File: src/rtl/rob_commit_unit.sv
// Reorder buffer: in-order commit into the register file, CDB result capture and operand query.
// Optional macro ROB_QUERY_FWD_EN forwards a same-cycle CDB broadcast onto the query port.
module rob_commit_unit #(
    parameter int ROB_DEPTH = 8,
    parameter int TAG_W     = 4,
    parameter logic [TAG_W-1:0] TAG_FREE = {TAG_W{1'b1}},
    parameter int REG_W     = 5,
    parameter int DATA_W    = 32
) (
    input  logic              clk,
    input  logic              rst,
    input  logic              flush,
    input  logic              alloc_valid,
    input  logic [REG_W-1:0]  alloc_reg,
    output logic              alloc_ready,
    output logic [TAG_W-1:0]  alloc_tag,
    input  logic              cdb_valid,
    input  logic [TAG_W-1:0]  cdb_tag,
    input  logic [DATA_W-1:0] cdb_data,
    output logic              commit_en,
    output logic [REG_W-1:0]  commit_reg,
    output logic [DATA_W-1:0] commit_data,
    output logic [TAG_W-1:0]  commit_tag,
    input  logic [TAG_W-1:0]  query_tag,
    output logic              query_ready,
    output logic [DATA_W-1:0] query_data,
    output logic [TAG_W-1:0]  count
);

    localparam int PTR_W = $clog2(ROB_DEPTH);

    logic [ROB_DEPTH-1:0] r_busy;
    logic [ROB_DEPTH-1:0] r_ready;
    logic [REG_W-1:0]     r_reg  [ROB_DEPTH];
    logic [DATA_W-1:0]    r_data [ROB_DEPTH];
    logic [PTR_W-1:0]     r_head;
    logic [PTR_W-1:0]     r_tail;
    logic [TAG_W-1:0]     r_count;

    logic             w_alloc_fire;
    logic             w_commit;
    logic [PTR_W-1:0] w_cdb_idx;
    logic             w_cdb_ok;
    logic             w_cdb_hit;
    logic [PTR_W-1:0] w_q_idx;
    logic             w_q_ok;

    // Tags outside the entry range (including TAG_FREE) never name an entry.
    assign w_cdb_ok  = (cdb_tag < TAG_W'(ROB_DEPTH)) && (cdb_tag != TAG_FREE);
    assign w_q_ok    = (query_tag < TAG_W'(ROB_DEPTH)) && (query_tag != TAG_FREE);
    assign w_cdb_idx = cdb_tag[PTR_W-1:0];
    assign w_q_idx   = query_tag[PTR_W-1:0];
    assign w_cdb_hit = cdb_valid && w_cdb_ok && r_busy[w_cdb_idx] && !r_ready[w_cdb_idx];

    assign alloc_ready  = (r_count != TAG_W'(ROB_DEPTH));
    assign alloc_tag    = TAG_W'(r_tail);
    assign w_alloc_fire = alloc_valid && alloc_ready;

    assign w_commit    = r_busy[r_head] && r_ready[r_head] && !flush;
    assign commit_en   = w_commit;
    assign commit_reg  = r_reg[r_head];
    assign commit_data = r_data[r_head];
    assign commit_tag  = TAG_W'(r_head);
    assign count       = r_count;

    always_comb begin
        query_ready = w_q_ok && r_busy[w_q_idx] && r_ready[w_q_idx];
        query_data  = r_data[w_q_idx];
`ifdef ROB_QUERY_FWD_EN
        if (w_q_ok && r_busy[w_q_idx] && cdb_valid && (cdb_tag == query_tag)) begin
            query_ready = 1'b1;
            query_data  = cdb_data;
        end
`endif
    end

    // Commit, CDB capture and allocation never touch the same entry in one cycle.
    always_ff @(posedge clk) begin
        if (rst || flush) begin
            r_busy  <= '0;
            r_ready <= '0;
            r_head  <= '0;
            r_tail  <= '0;
            r_count <= '0;
        end else begin
            if (w_cdb_hit) begin
                r_ready[w_cdb_idx] <= 1'b1;
            end
            if (w_commit) begin
                r_busy[r_head] <= 1'b0;
                r_head         <= r_head + 1'b1;
            end
            if (w_alloc_fire) begin
                r_busy[r_tail]  <= 1'b1;
                r_ready[r_tail] <= 1'b0;
                r_tail          <= r_tail + 1'b1;
            end
            r_count <= r_count + TAG_W'(w_alloc_fire) - TAG_W'(w_commit);
        end
    end

    always_ff @(posedge clk) begin
        if (w_cdb_hit) begin
            r_data[w_cdb_idx] <= cdb_data;
        end
        if (w_alloc_fire) begin
            r_reg[r_tail] <= alloc_reg;
        end
    end

endmodule
File: config.mk
export PLATFORM = sky130hd
export DESIGN_NAME = rob_commit_unit
export DESIGN_NICKNAME = d
export VERILOG_FILES = /design/src/rtl/rob_commit_unit.sv
export SDC_FILE = /design/constraint.sdc
export NUM_CORES = 1
export LEC_CHECK = 0
export CORE_ASPECT_RATIO = 1.25
export CORE_MARGIN = 2
export CORE_UTILIZATION = 50
export DETAILED_ROUTE_END_ITERATION = 7
export GPL_TIMING_DRIVEN = 0
export PLACE_DENSITY = 0.7
export SETUP_SLACK_MARGIN = 0.4
export SLEW_MARGIN = 0
export SYNTH_ARGS = -nofsm -noshare
export SYNTH_HDL_FRONTEND = slang
export SYNTH_SLANG_ARGS = --single-unit
export TNS_END_PERCENT = 10
File: constraint.sdc
create_clock -name clk -period 10.45 [get_ports clk]
set_input_delay 2.09 -clock clk [delete_from_list [all_inputs] [get_ports clk]]
set_output_delay 2.09 -clock clk [all_outputs]
set_load 0.01 [all_outputs]
== After elaboration in Yosys (flattened, before gate mapping) ==
Memories as Yosys holds them, arrays and structs flattened. A register that Yosys moved wholly into a read port is not among the register bits.
Index checks and enable logic that the tools add are counted.
W data, S select, Z words.

* Memory bits (writable): 296
* Bits in latches: 0
* Word-level logic and storage cells: 77
* Memories: 2
* Bits in registers: 26
* Output and inout bits: 84
* Bits in read-only memories: 0
* Input bits: 50

{| class="wikitable"
|+ Memory list
! memory !! depth !! width !! rd ports !! clocked after Yosys merged registers in !! wr ports !! line !! text
|-
| r_data || 8 || 32 || 2 || 1 || 1 || 35 || <nowiki>logic [DATA_W-1:0] r_data [ROB_DEPTH];</nowiki>
|-
| r_reg || 8 || 5 || 1 || 1 || 1 || 34 || <nowiki>logic [REG_W-1:0] r_reg [ROB_DEPTH];</nowiki>
|}

* Add/subtract/negate cells: 4
* Shift operators: 0
* Multiplexer cells: 32
* Equal/unequal tests: 3
* Reductions and logical operators: 16
* $mul: 0
* Divide/modulo/power cells: 0
* Magnitude comparators: 9
* Bitwise logic cells: 6

{| class="wikitable"
|+ Operators by type and width
! cell !! count
|-
| $mux W8 || 6
|-
| $bmux W1 S3 || 6
|-
| $and A8 B8 Y8 || 2
|-
| $lt A3 B4 Y1 const B || 4
|-
| $not A8 Y8 || 2
|-
| $or A8 B8 Y8 || 2
|-
| $logic_and A1 B1 Y1 || 13
|-
| $mux W1 || 13
|-
| $mux W3 || 4
|-
| $ne A4 B4 Y1 const B || 3
|-
| $demux W1 S3 || 3
|-
| $ge A3 B1 Y1 const B || 3
|-
| $lt A4 B4 Y1 const B || 2
|-
| $add A3 B1 Y3 const B || 2
|-
| $add A4 B1 Y4 || 1
|-
| $sub A4 B1 Y4 || 1
|-
| $logic_not A1 Y1 || 2
|-
| $logic_or A1 B1 Y1 || 1
|}

== Depth between registers and ports, before layout ==
Gate-level depths: netlist (run 1).

* Depth after elaboration: 10
* Gate-level depth with buffers: 12
* Mapped depth without buffers: 12

== Worst setup path before layout (run 1) ==
Ideal clock, no wire load.

* Kind: input -> output
* From: input query_tag[0]
* To: output query_data[0]
* Cell stages on the path: 4
* Data required time: 8.360 ns
* Path buffers: 2
* Path slack: 5.024 ns
* Arrival: 3.336 ns
* Cells stage by stage: buf_2 > buf_2 > mux4_2 > mux2_2

* Word-level cells in the longest chain between the ends: 1

{| class="wikitable"
|+ RTL lines
! item !! line !! text
|-
| from (decl) || 24 || <nowiki>input logic [TAG_W-1:0] query_tag,</nowiki>
|-
| $mem_v2 Z8 W32 || -- ||
|-
| to (decl) || 26 || <nowiki>output logic [DATA_W-1:0] query_data,</nowiki>
|}

Every way passes these cells.

== Worst setup path after layout (run 1) ==
* From: input query_tag[1]
* To: output query_data[12]

The elaborated chain is that of the path after synthesis.

==> results of run 1 <==
[metrics by stage]
stage,total power (uW),std cells,util [%]
after floorplan,1520,738,-
after global placement,1590,1262,56.5
after detailed placement,1590,1281,57.7
after CTS,2740,1341,61.4
after global routing,2800,1341,61.4
final,2730,1341,61.4
[final timing paths]
| path | startpoint | endpoint | depth (start not counted) |
|---|---|---|---|
| setup / recovery | query_tag[1] | query_data[12] | 6 |
| hold / removal | r_ready[6] | r_ready[6] | 2 |
| setup reg to reg | r_head[0] | count[2] | 11 |
| hold reg to reg | r_ready[6] | r_ready[6] | 2 |
[final cells by class]
cell class              count  area [sq um]
fillers                  2161         11200
flip-flops and latches    325          9470
multi-input cells         357          5020
repair buffers            147          1560
clock buffers              45           892
well taps                 396           495
plain buffers              47           215
clock inverters            15           163
inverters                   9          33.8
[worst register-to-register path, delay by kind of cell, from the launching register on]
kind	cells	cell delay, ns
flip-flops	1	0.42
AND/OR/NAND/NOR	2	0.17
buffers and inverters	3	0.31
XOR/XNOR	1	0.16
adder cells (fa/ha/maj)	3	0.87
multiplexers	2	0.88
[power groups by stage]
stage	Combinational (uW)	Clock, uW	Sequential, uW
after CTS	146	1170	1420
final	144	1160	1420
after global placement	142	0	1450
after global routing	154	1230	1420
after detailed placement	145	0	1450
after floorplan	67.6	0	1450
[cell families after synthesis]
logic type,count (synthesis),synth area share (%)
flip-flops,325,64.7
multiplexers,216,27.7
AND/OR/NAND/NOR,82,3.03
buffers and inverters,56,1.70
AO/OA/AOI/OAI,45,1.91
adder cells (fa/ha/maj),8,0.735
XOR/XNOR,4,0.239
other,1,0.0256
[Yosys cell counts, drive strengths merged]
cell type and count:
a31oi 4, o21ai 15, buf 29, mux4 143, and2 1, nor3b 2, nand3 8, nand4 1
fa 1, edfxtp 296, nor2 26, mux2i 2, ha 7, inv 9, and4 2, xor2 3
nor4b 2, mux2 71, a311oi 2, a31o 1, nand3b 4, dfxtp 29, a32oi 2, or2 1
nor2b 1, clkbuf 18, or3b 3, nand2b 6, a22oi 6, nor4 10, o21a 1, nor3 4
xnor2 1, conb 1, and3b 1, nand2 10, a21o 3, a21oi 11
[metal layers]
| layer | vias to the layer above | routed length, microns | track usage [%] |
|---|---|---|---|
| li1 | 3496 | - | - |
| met1 | 4273 | 13100 | 29.5 |
| met4 | 2 | 794 | 6.73 |
| met3 | 61 | 1940 | 3.64 |
| met2 | 292 | 18300 | 40.4 |
| met5 | - | 16 | 0 |
[cells in the final DEF, fill, tap and decap left out, drive strengths merged, types with 3 or more instances in the layout]
cell type and count:
clkdlybuf4s50 128, o21ai 15, clkinv 9, nor3 4, nor4 10, nand3 8
dfxtp 29, mux4 143, nand3b 4, buf 48, edfxtp 296, nand2 10
or3b 3, bufinv 3, mux2 71, inv 11, a21oi 11, a21o 3
a31oi 4, nand2b 6, nor2 26, ha 7, a22oi 6, xor2 3
clkbuf 63
==> results.tsv, run 1 <==
stage	metric	value	unit
floorplan	# IOs	134	
setup_path	critical path peak fanout	10	
route	TritonRoute pass-1 iters	5	
setup_path	data required time at the worst endpoint	8.36	ns
logic_synthesis	post-synth design cell area	14600	sq um
clock_tree	clk sinks	325	
sta	RSZ-0062 raised after global routing	no	
grt	antenna violations before repair	1	
sta	FMAX	0.144	GHz
clock_tree	TritonCTS clock tree	built	
power_and_ir_drop	P_sw	557	uW
floorplan	core area	29100	sq um
setup_path	Setup CP Type	in -> out	
route	via count	8124	
clock_tree	clk root buf	clkbuf_16	
sta	Final Skew	0.0140	ns
floorplan	Starting Density	50.3	%
logic_synthesis	#FFs+latches synth	325	
sta	fin crit period	6.95	ns
route	WL/cell	25.5	microns
power_and_ir_drop	Seq pwr share	52.1	%
placed_design	DP Worst Slack	3.50	ns
route	DRC	0	
power_and_ir_drop	switching share of power	20.4	%
grt	GRT overflow	0	
placed_design	GP Congestion	0.772	
clock_tree	worst-case clock buffer depth	3	
floorplan	die width	157	microns
grt	global-route wire length before repair	51300	microns
finish	area delta synth->final	21.9	%
min_path	type of the most critical hold path	reg -> reg	
floorplan	Die H	195	microns
finish	final net count	979	
setup_path	Startpoint Class	input port	
clock_tree	CTS Buf Count	34	
job	Max-Cap Viols	0	
sta	Setup Viol. Count Final	0	
power_and_ir_drop	Pint	2170	uW
finish	number of flip-flops in the largest register	256	
power_and_ir_drop	power per cell area	153	nW/um^2
placed_design	placed inst area	16800	sq um
sta	relative slew slack	33.9	%
setup_path	WP buf/inv	4	
logic_synthesis	Gate Count Post-Synth	737	
clock_tree	Clock H-tree levels	2	
setup_path	cell chain of the critical path	clkdlybuf4s50_1 -> buf_2 -> clkbuf_1 -> mux4_2 -> mux2_2 -> clkdlybuf4s50_1	
logic_synthesis	Yosys top cell area share	60.7	%
sta	Worst Max-Slew Pin Slew	0.983	ns
route	ANT nets after route	0	
grt	total global-route track usage	22.9	%
power_and_ir_drop	combinational power share	5.3	%
logic_synthesis	synth unique cells	46	
grt	pin count of the biggest net entering global routing	22	
finish	ANT cells	0	
setup_path	worst stage delay on the critical path	0.73	ns
logic_synthesis	Mapped Avg Cell Area	19.9	sq um
outcome	outcome	complete, no violations	
sta	Hold Vio Cnt, Final	0	
route	final WL	34200	microns
logic_synthesis	Synth area leaders	edfxtp_1, mux4_2, mux2_2, dfxtp_1, buf_2	
route	starting DRC count in detailed routing	504	
clock_tree	# Post-CTS Setup Buffers	0	
setup_path	CP Capture Type	primary output	
floorplan	FP Rows	70	
clock_tree	CTS resizes	0	
sta	hold slack	0.538	ns
setup_path	reg2reg setup slack	7.52	ns
clock_tree	# hold bufs at CTS	0	
placed_design	Port Buf Inserts	128	
clock_tree	clk slew on worst S/H paths	0.06	ns
setup_path	slowest CP cell	clkbuf_1	
sta	TNS Setup	0	ns
setup_path	CP top delay family	buffers and inverters	
sta	setup ws final	3.50	ns
finish	design area	17800	sq um
logic_synthesis	register area share after synthesis	64.7	%
logic_synthesis	Yosys top cell by area	edfxtp_1	
power_and_ir_drop	Lkg Pwr	0.00554	uW
setup_path	WP data arrival	4.86	ns
floorplan	area of the die	30700	sq um
sta	Tcrit/Tclk final	66.5	%
setup_path	Top cell by count, worst path	clkdlybuf4s50_1	
placed_design	Detail Placement HPWL	22400	microns
power_and_ir_drop	Clk pwr share	42.6	%
clock_tree	Skew-Pair Late Insertion Delay	0.51	ns
logic_synthesis	Synthesis Warnings	0	
grt	number of global-route vias before repair	8553	
finish	share of post-route cells with drive strength above 1	33.8	%
route	Vias/cell	6.06	
sta	Max Slew Vio Count	0	
power_and_ir_drop	Max VDD drop	0.136	mV
Power figures use the tool's default switching activity.
==> run 2: changes to the inputs <==
clock period = 7.12 ns   (was 10.45 ns; I/O delays follow)
==> results of run 2 <==
Same layout as run 1 (identical final DEF). Status: complete, no violations.
Main changes from that run: setup slack after placement 3.50 ns -> 1.50 ns; setup slack after layout 3.50 ns -> 1.51 ns; register-to-register setup slack 7.52 ns -> 4.19 ns; total power 2730 uW -> 4010 uW; worst IR drop on VDD 0.136 mV -> 0.200 mV
